File: src/rtl/first_one_isolator_seq.sv
// Sequential first-one isolator: scans a WIDTH-bit request SEG bits per cycle.
// Supports fixed priority (bit 0 highest) and round-robin priority past the last grant.
module first_one_isolator_seq #(
    parameter int unsigned WIDTH = 32,
    parameter int unsigned SEG   = 8,
    parameter int unsigned IW    = $clog2(WIDTH)
) (
    input  logic             clk,
    input  logic             rst_n,
    input  logic             in_valid,
    output logic             in_ready,
    input  logic [WIDTH-1:0] in_vec,
    input  logic             in_mode,
    output logic             out_valid,
    input  logic             out_ready,
    output logic [WIDTH-1:0] out_onehot,
    output logic [IW-1:0]    out_index,
    output logic             out_none
);

    localparam int unsigned NSEG = WIDTH / SEG;
    localparam int unsigned SW   = (NSEG > 1) ? $clog2(NSEG) : 1;
    localparam int unsigned OW   = (SEG > 1) ? $clog2(SEG) : 1;
    localparam int unsigned CW   = $clog2(NSEG + 2);

    typedef enum logic [1:0] {IDLE, SCAN, DONE} state_t;

    state_t           state_q, state_d;
    logic [WIDTH-1:0] vec_q;
    logic             mode_q;
    logic [SW-1:0]    seg_q;
    logic [CW-1:0]    cnt_q;
    logic [IW-1:0]    ptr_q;

    logic [SW-1:0]    start_seg;
    logic [OW-1:0]    ptr_off;
    logic [SW-1:0]    next_seg;
    logic [SEG-1:0]   seg_bits;
    logic [SEG-1:0]   seg_en;
    logic             hit;
    logic [OW-1:0]    hit_bit;
    logic [IW-1:0]    hit_index;
    logic             last_scan;
    logic             accept;
    logic             release_out;

    assign accept      = in_valid & in_ready;
    assign release_out = out_valid & out_ready;
    assign start_seg   = SW'(ptr_q / IW'(SEG));
    assign ptr_off     = OW'(ptr_q % IW'(SEG));
    assign next_seg    = (seg_q == SW'(NSEG - 1)) ? '0 : seg_q + SW'(1);
    assign hit_index   = IW'(int'(seg_q) * int'(SEG) + int'(hit_bit));
    assign last_scan   = mode_q ? (cnt_q == CW'(NSEG)) : (cnt_q == CW'(NSEG - 1));

    // Round-robin masks the start segment: bits at/above ptr first, bits below ptr on the revisit.
    always_comb begin
        seg_bits = SEG'(vec_q >> (int'(seg_q) * int'(SEG)));
        seg_en   = '1;
        hit      = 1'b0;
        hit_bit  = '0;
        for (int i = 0; i < int'(SEG); i++) begin
            if (mode_q && (cnt_q == '0)) begin
                seg_en[i] = (OW'(i) >= ptr_off);
            end else if (mode_q && (cnt_q == CW'(NSEG))) begin
                seg_en[i] = (OW'(i) < ptr_off);
            end
        end
        for (int i = int'(SEG) - 1; i >= 0; i--) begin
            if (seg_bits[i] && seg_en[i]) begin
                hit     = 1'b1;
                hit_bit = OW'(i);
            end
        end
    end

    always_comb begin
        state_d = state_q;
        case (state_q)
            IDLE: if (in_valid)               state_d = SCAN;
            SCAN: if (hit || last_scan)       state_d = DONE;
            DONE: if (out_ready)              state_d = IDLE;
            default:                          state_d = IDLE;
        endcase
    end

    // Handshake flags are registered copies of the next-state decode.
    always_ff @(posedge clk or negedge rst_n) begin
        if (!rst_n) begin
            state_q   <= IDLE;
            in_ready  <= 1'b1;
            out_valid <= 1'b0;
        end else begin
            state_q   <= state_d;
            in_ready  <= (state_d == IDLE);
            out_valid <= (state_d == DONE);
        end
    end

    always_ff @(posedge clk or negedge rst_n) begin
        if (!rst_n) begin
            vec_q      <= '0;
            mode_q     <= 1'b0;
            seg_q      <= '0;
            cnt_q      <= '0;
            ptr_q      <= '0;
            out_onehot <= '0;
            out_index  <= '0;
            out_none   <= 1'b0;
        end else begin
            if (accept) begin
                vec_q  <= in_vec;
                mode_q <= in_mode;
                seg_q  <= in_mode ? start_seg : '0;
                cnt_q  <= '0;
            end
            if (state_q == SCAN) begin
                if (hit) begin
                    out_onehot <= WIDTH'(1) << hit_index;
                    out_index  <= hit_index;
                    out_none   <= 1'b0;
                end else if (last_scan) begin
                    out_onehot <= '0;
                    out_index  <= '0;
                    out_none   <= 1'b1;
                end else begin
                    seg_q <= next_seg;
                    cnt_q <= cnt_q + CW'(1);
                end
            end
            if (release_out && mode_q && !out_none) begin
                ptr_q <= (out_index == IW'(WIDTH - 1)) ? '0 : out_index + IW'(1);
            end
        end
    end

endmodule

File: config.mk
export PLATFORM = sky130hd
export DESIGN_NAME = first_one_isolator_seq
export DESIGN_NICKNAME = d
export VERILOG_FILES = /design/src/rtl/first_one_isolator_seq.sv
export SDC_FILE = /design/constraint.sdc
export NUM_CORES = 1
export LEC_CHECK = 0
export CAP_MARGIN = 5
export CELL_PAD_IN_SITES_DETAIL_PLACEMENT = 0
export CELL_PAD_IN_SITES_GLOBAL_PLACEMENT = 2
export CORE_MARGIN = 2
export CORE_UTILIZATION = 31
export DETAILED_ROUTE_END_ITERATION = 8
export PLACE_DENSITY = 0.78
export SLEW_MARGIN = 40
export SYNTH_ARGS = -nofsm -noshare
export SYNTH_HDL_FRONTEND = slang
export SYNTH_SLANG_ARGS = --single-unit
File: constraint.sdc
create_clock -name clk -period 2.8 [get_ports clk]
set_input_delay 0.42 -clock clk [delete_from_list [all_inputs] [get_ports clk]]
set_output_delay 0.42 -clock clk [all_outputs]
set_load 0.01 [all_outputs]
==> metrics.txt, run 1 <==
FMAX=0.368 GHz; ant diodes=0; R2R Path End=out_onehot[26]; Max Slew Vio Count=0; area delta synth->final=34.0%; Crit. End Element=flop; core footprint=12700 µm²; Async S/R FF share, synth=1.00; io pins=77; final clock skew=6.78 ps; slew at the pin with the worst max-slew slack=659 ps; final hold vios=0; mean area per synthesized cell=12.6 µm²; DIE AREA=roughly 14000 µm²; Most used DFF post-synth=dfrtp_1; Post-synth EDFFs=0; cell taking the most area after synthesis=dfrtp_1; syn nets=roughly 360; H-tree depth=3; Pleak=2.29 nW; CTS root buffer=clkbuf_16; HP Class=primary input to asynchronous set/reset pin; P per Cell Area=about 960 nW/µm²; dpl hpwl=7040 µm; max cap viols=0; fin crit share=0.971; port bufs=76; Setup WS post-layout=82.0 ps; top cell type's share of synthesized area=0.521; Required @ worst endpoint=3050 ps; grt total ovfl=0; Seq cells post-synth=85; Pre-Repair DR Iteration Count=4; critical path fanouts, max=7; Initial Util=0.318; design area=~5400 µm²; DR iter-0 viols=124; Critical Setup Path Class=flop to flop; clock buffer depth=2; setup total negative slack=0 ps; Final setup viols=0; number of clock sinks=85; Vias=2893; GRT Util Overall=0.145; reg2reg setup slack=80 ps; CTS tree=yes; fillers=between 1000 and 1500; Seq/Total Area, Yosys=0.528; Die Y=~120 µm; Via density=about 5; Final GP Congestion=0.861; tightest hold margin=112 ps; top cells by area, synth=dfrtp_1 52%, mux2_2 10%, a22o_1 3.3%; status=finished, final reports clean; CP Launch Type=flop; number of setup buffers added after CTS=0; Worst-Skew Late Latency=between 300 and 400 ps; final WL=9590 µm; Num CTS Buffers=9; VDD IR max=330 µV; Cell Area, Placed=just over 5000 µm²; wire per inst=16.4 µm; Clock transition at path regs=60 ps; first-pass GRT wire length=about 16000 µm; antenna viol nets, final=0; count of hold-fix buffers inserted at cts=0; initial antenna violation count=0; layout net count=roughly 450; largest net degree at the start of global routing=86; relative slew slack=0.560; dpl ws=approximately 12 ps; WP data arrival=2970 ps; reg2reg start=seg_q[0]; Mapped Cells=319; die width=118 µm; most frequent cell after synthesis=dfrtp_1; synth warn=0; Tmin final=2720 ps; R2R depth=7; share of layout cells above drive strength 1=0.199; Post-Syn Area=4030 µm²; count of different cell masters after synthesis=54; drt drc=0; number of global-route vias before repair=3100; row count=41; commonest cells in the netlist=84 x dfrtp_1, 37 x mux2_2, 24 x nand2_1, 15 x a22o_1, 13 x o2bb2ai_1
[final cells by class]
| type | count | area [µm²] | share of cell area |
|---|---|---|---|
| clock buffers | 11 | 233 | 0.0431 |
| multi-input cells | 207 | 1770 | 0.328 |
| clock inverters | 4 | 73.8 | 0.0137 |
| well taps | 172 | 215 | 0.0398 |
| flip-flops and latches | 85 | 2130 | 0.394 |
| inverters | 9 | 33.8 | 0.00625 |
| repair buffers | 97 | 946 | 0.175 |
[worst max-delay path by stage]
stage,cells past startpoint,start,to
2_1_floorplan,8,seg_q[0],out_index[2]
3_3_place_gp,8,seg_q[0],out_onehot[14]
3_5_place_dp,8,seg_q[0],out_onehot[5]
4_1_cts,8,seg_q[0],out_index[1]
5_1_grt,7,seg_q[0],out_onehot[18]
6_report,7,seg_q[0],out_onehot[26]
[where the power goes]
group          internal (mW)  switching [mW]
Sequential              1.61           0.294
Clock                  0.777           0.466
Combinational           1.04            1.01
[worst max-delay path, cell delays in order (launching register included)]
cell	delay, ps
dfrtp_2	420
buf_12	140
mux4_1	640
o21a_1	160
a221oi_1	350
nor3_1	170
or4bb_1	580
o2bb2ai_1	170
[per-stage QoR]
step	std cells	utilization	total power, mW
after detailed placement	570	0.401	3.95
after CTS	585	0.426	5.23
after global routing	585	0.427	5.54
after floorplan	319	-	3.14
final	585	0.427	5.20
after global placement	570	0.401	3.92
[flip-flops by register name (all words and copies together), names as in the netlist]
| register | cells |
|---|---|
| in_ready | 1 |
| mode_q | 1 |
| out_index | 5 |
| out_none | 1 |
| seg_q | 2 |
| cnt_q | 3 |
| state_q | 2 |
| out_valid | 1 |
| ptr_q | 5 |
| vec_q | 32 |
| out_onehot | 32 |
[metal layers]
layer  vias to the layer above  global-route usage  wire [µm]
li1                       1378                   -          -
met3                        12              0.0334        387
met4                         0              0.0512        144
met2                        75               0.222       4320
met5                         -                   0          0
met1                      1428               0.200       4740
[kinds of logic after synthesis]
logic type,synth area share
compound gates,0.154
xor+xnor,0.00869
fa+ha+maj,0.0186
buf+inv,0.0323
flops,0.528
mux,0.167
simple gates,0.0915
[what timing repair did]
action,in CTS,in global routing
setup endpoints to repair,3,39
resized for setup,1,3
pin swaps,0,1
[cell usage in the layout (no fill, tap or decap), types with 5 or more instances in the layout]
master | synthesis | final
a21oi_1 | 7 | 7
a22o_1 | 15 | 15
a32o_1 | 8 | 8
buf_4 | 1 | 18
clkbuf_16 | 0 | 9
clkdlybuf4s50_1 | 0 | 75
dfrtp_1 | 84 | 83
ha_1 | 6 | 6
inv_1 | 9 | 9
mux2_2 | 37 | 37
mux2i_1 | 7 | 7
mux4_1 | 5 | 5
nand2_1 | 24 | 24
nor2_1 | 8 | 8
nor3_1 | 6 | 6
o21ai_0 | 9 | 9
o2bb2ai_1 | 13 | 13
No activity file was read; power rests on OpenSTA's default activity.
==> inputs of run 2 (changes only) <==
MAX_ROUTING_LAYER = met4   (was not set)
==> run 2 against run 1 <==
Against the previous run: count of clock-buffer cells in the layout unchanged; largest cell class unchanged; die area unchanged; sequential cell count unchanged; sequential power about the same; non-clock buffer count unchanged; sequential share of layout area unchanged; worst setup slack got worse by 2.8 ps; worst hold slack got worse by 1.4 ps; final area unchanged.
==> metrics.txt, run 2 (synthesized netlist as in run 1, its figures left out) <==
status=finished, final reports clean (unchanged); ant diodes=0 (unchanged); Num CTS Buffers=9 (unchanged); port bufs=76 (unchanged); CP Launch Type=flop (unchanged); number of clock sinks=85 (unchanged); Via density=4.93 (was 4.95); final hold vios=0 (unchanged); WP data arrival=2980 ps (was 2970 ps); first-pass GRT wire length=16000 µm (about the same); Sw Pwr=1.76 mW (was 1.77 mW); design area=5410 µm² (unchanged); Clock transition at path regs=60 ps (about the same); Required @ worst endpoint=3060 ps (was 3050 ps); Final setup viols=0 (unchanged); dpl ws=12.3 ps (unchanged); grt total ovfl=0 (unchanged); Sequential Power Share=0.366 (about the same); fillers=1201 (unchanged); CTS tree=yes (unchanged); WL met2=4390 µm (was 4320 µm); reg2reg start=seg_q[0] (unchanged); layout net count=452 (unchanged); FMAX=0.368 GHz (about the same); io pins=77 (unchanged); Crit. End Element=flop (unchanged); number of setup buffers added after CTS=0 (unchanged); area delta synth->final=34.0% (unchanged); most frequent cells in the layout=83 x dfrtp_1, 75 x clkdlybuf4s50_1, 37 x mux2_2 (unchanged); Die Y=118 µm (unchanged); largest net degree at the start of global routing=86 (unchanged); clock buffer depth=2 (unchanged); HP Class=primary input to asynchronous set/reset pin (unchanged); CTS root buffer=clkbuf_16 (unchanged); Clk pwr share=0.239 (about the same); R2R Path End=out_onehot[26] (unchanged); relative slew slack=0.558 (was 0.560); final clock skew=6.40 ps (was 6.78 ps); Post-Route M1 WL=4760 µm (was 4740 µm); fin crit share=0.972 (was 0.971); initial antenna violation count=0 (unchanged); met3 WL=350 µm (was 387 µm); Tmin final=2720 ps (about the same); Final GP Congestion=0.875 (was 0.861); VDD IR max=329 µV (was 330 µV); sw frac=0.340 (about the same); share of layout cells above drive strength 1=0.199 (unchanged); H-tree depth=3 (unchanged); Gate power share=0.394 (was 0.395); Max Slew Vio Count=0 (unchanged); DIE AREA=13900 µm² (unchanged); slew at the pin with the worst max-slew slack=663 ps (was 659 ps); DR iter-0 viols=163 (was 124); biggest regs=out_onehot x32, vec_q x32 (unchanged); max cap viols=0 (unchanged); commonest non-fill, non-tap cell in the layout=dfrtp_1 (unchanged); Vias=2885 (was 2893); Setup WS post-layout=79.2 ps (was 82.0 ps); wire per inst=16.5 µm (was 16.4 µm); die width=118 µm (unchanged); dpl hpwl=7040 µm (unchanged); Worst setup startpoint=seg_q[0] (unchanged); P per Cell Area=961 nW/µm² (was 962 nW/µm²); Worst-Skew Late Latency=340 ps (about the same); Initial Util=0.318 (unchanged); final WL=9650 µm (was 9590 µm); Critical Setup Path Class=flop to flop (unchanged); number of global-route vias before repair=3101 (was 3100); core footprint=12700 µm² (unchanged); Cell Area, Placed=5080 µm² (unchanged); GRT Util Overall=0.149 (was 0.145); critical path fanouts, max=7 (unchanged); reg2reg setup slack=80 ps (about the same); Pleak=2.29 nW (unchanged); antenna viol nets, final=0 (unchanged); drt drc=0 (unchanged); Pre-Repair DR Iteration Count=4 (unchanged); R2R depth=7 (unchanged); count of hold-fix buffers inserted at cts=0 (unchanged); max layer used=met4 (unchanged); Internal=3.43 mW (about the same); Final Util=0.427 (unchanged); row count=41 (unchanged)
## run 2: worst max path at each step
stage / end / slack, ps / cells past startpoint
5_1_grt: out_onehot[18] / -3 / 7
3_3_place_gp: out_onehot[14] / 100 / 8
2_1_floorplan: out_index[2] / 150 / 8
6_report: out_onehot[26] / 80 / 7
4_1_cts: out_index[1] / 50 / 8
3_5_place_dp: out_onehot[5] / 10 / 8
## run 2: critical path, stage by stage (launching register included)
cell,delay [ps]
dfrtp_2,420
buf_12,140
mux4_1,630
o21a_1,160
a221oi_1,350
nor3_1,170
or4bb_1,590
o2bb2ai_1,170
## run 2: area by class of cell
type                       instances  area [µm²]  share of cell area
clock buffer                      11         233              0.0431
clock inverter                     4        73.8              0.0137
inverter                           9        33.8             0.00625
multi-input combinational        207        1770               0.328
sequential                        85        2130               0.394
tap                              172         215              0.0398
timing repair buffer              97         946               0.175
## run 2: what timing repair did
| item | CTS | global route |
|---|---|---|
| gates resized for setup | 1 | 3 |
| endpoints found under the hold margin | 0 | 0 |
| pin swaps | 0 | 1 |
| setup endpoints to repair | 3 | 39 |
## run 2: metal layers
layer  vias to the layer above  global-route usage
li1                       1377                   -
met1                      1436               0.202
met2                        63               0.222
met3                         9              0.0320
met4                         0              0.0535
met5                         -                   -
## run 2: through the flow
stage / instances / total power [mW] / TNS [ps] / hold slack (ps)
final: 585 / 5.19 / 0 / 110
after global placement: 570 / 3.92 / 0 / 463
after detailed placement: 570 / 3.95 / 0 / 477
after floorplan: 319 / 3.14 / 0 / 124
after global routing: 585 / 5.54 / -3.27 / 168
after CTS: 585 / 5.23 / 0 / 163
## run 2: power by group through the flow
stage,Combinational [mW],Sequential [mW],Clock (mW)
3_5_place_dp,2.03,1.92,0
6_report,2.05,1.90,1.24
4_1_cts,2.05,1.90,1.28
2_1_floorplan,1.33,1.81,0
3_3_place_gp,2.00,1.92,0
5_1_grt,2.25,1.96,1.33
==> inputs of run 3 (changes only) <==
CTS_CLUSTER_SIZE = 8   (was not set)
TNS_END_PERCENT = 30   (was not set)
==> results of run 3 <==
The final DEF is identical to that of run 2; final timing and power are the same.
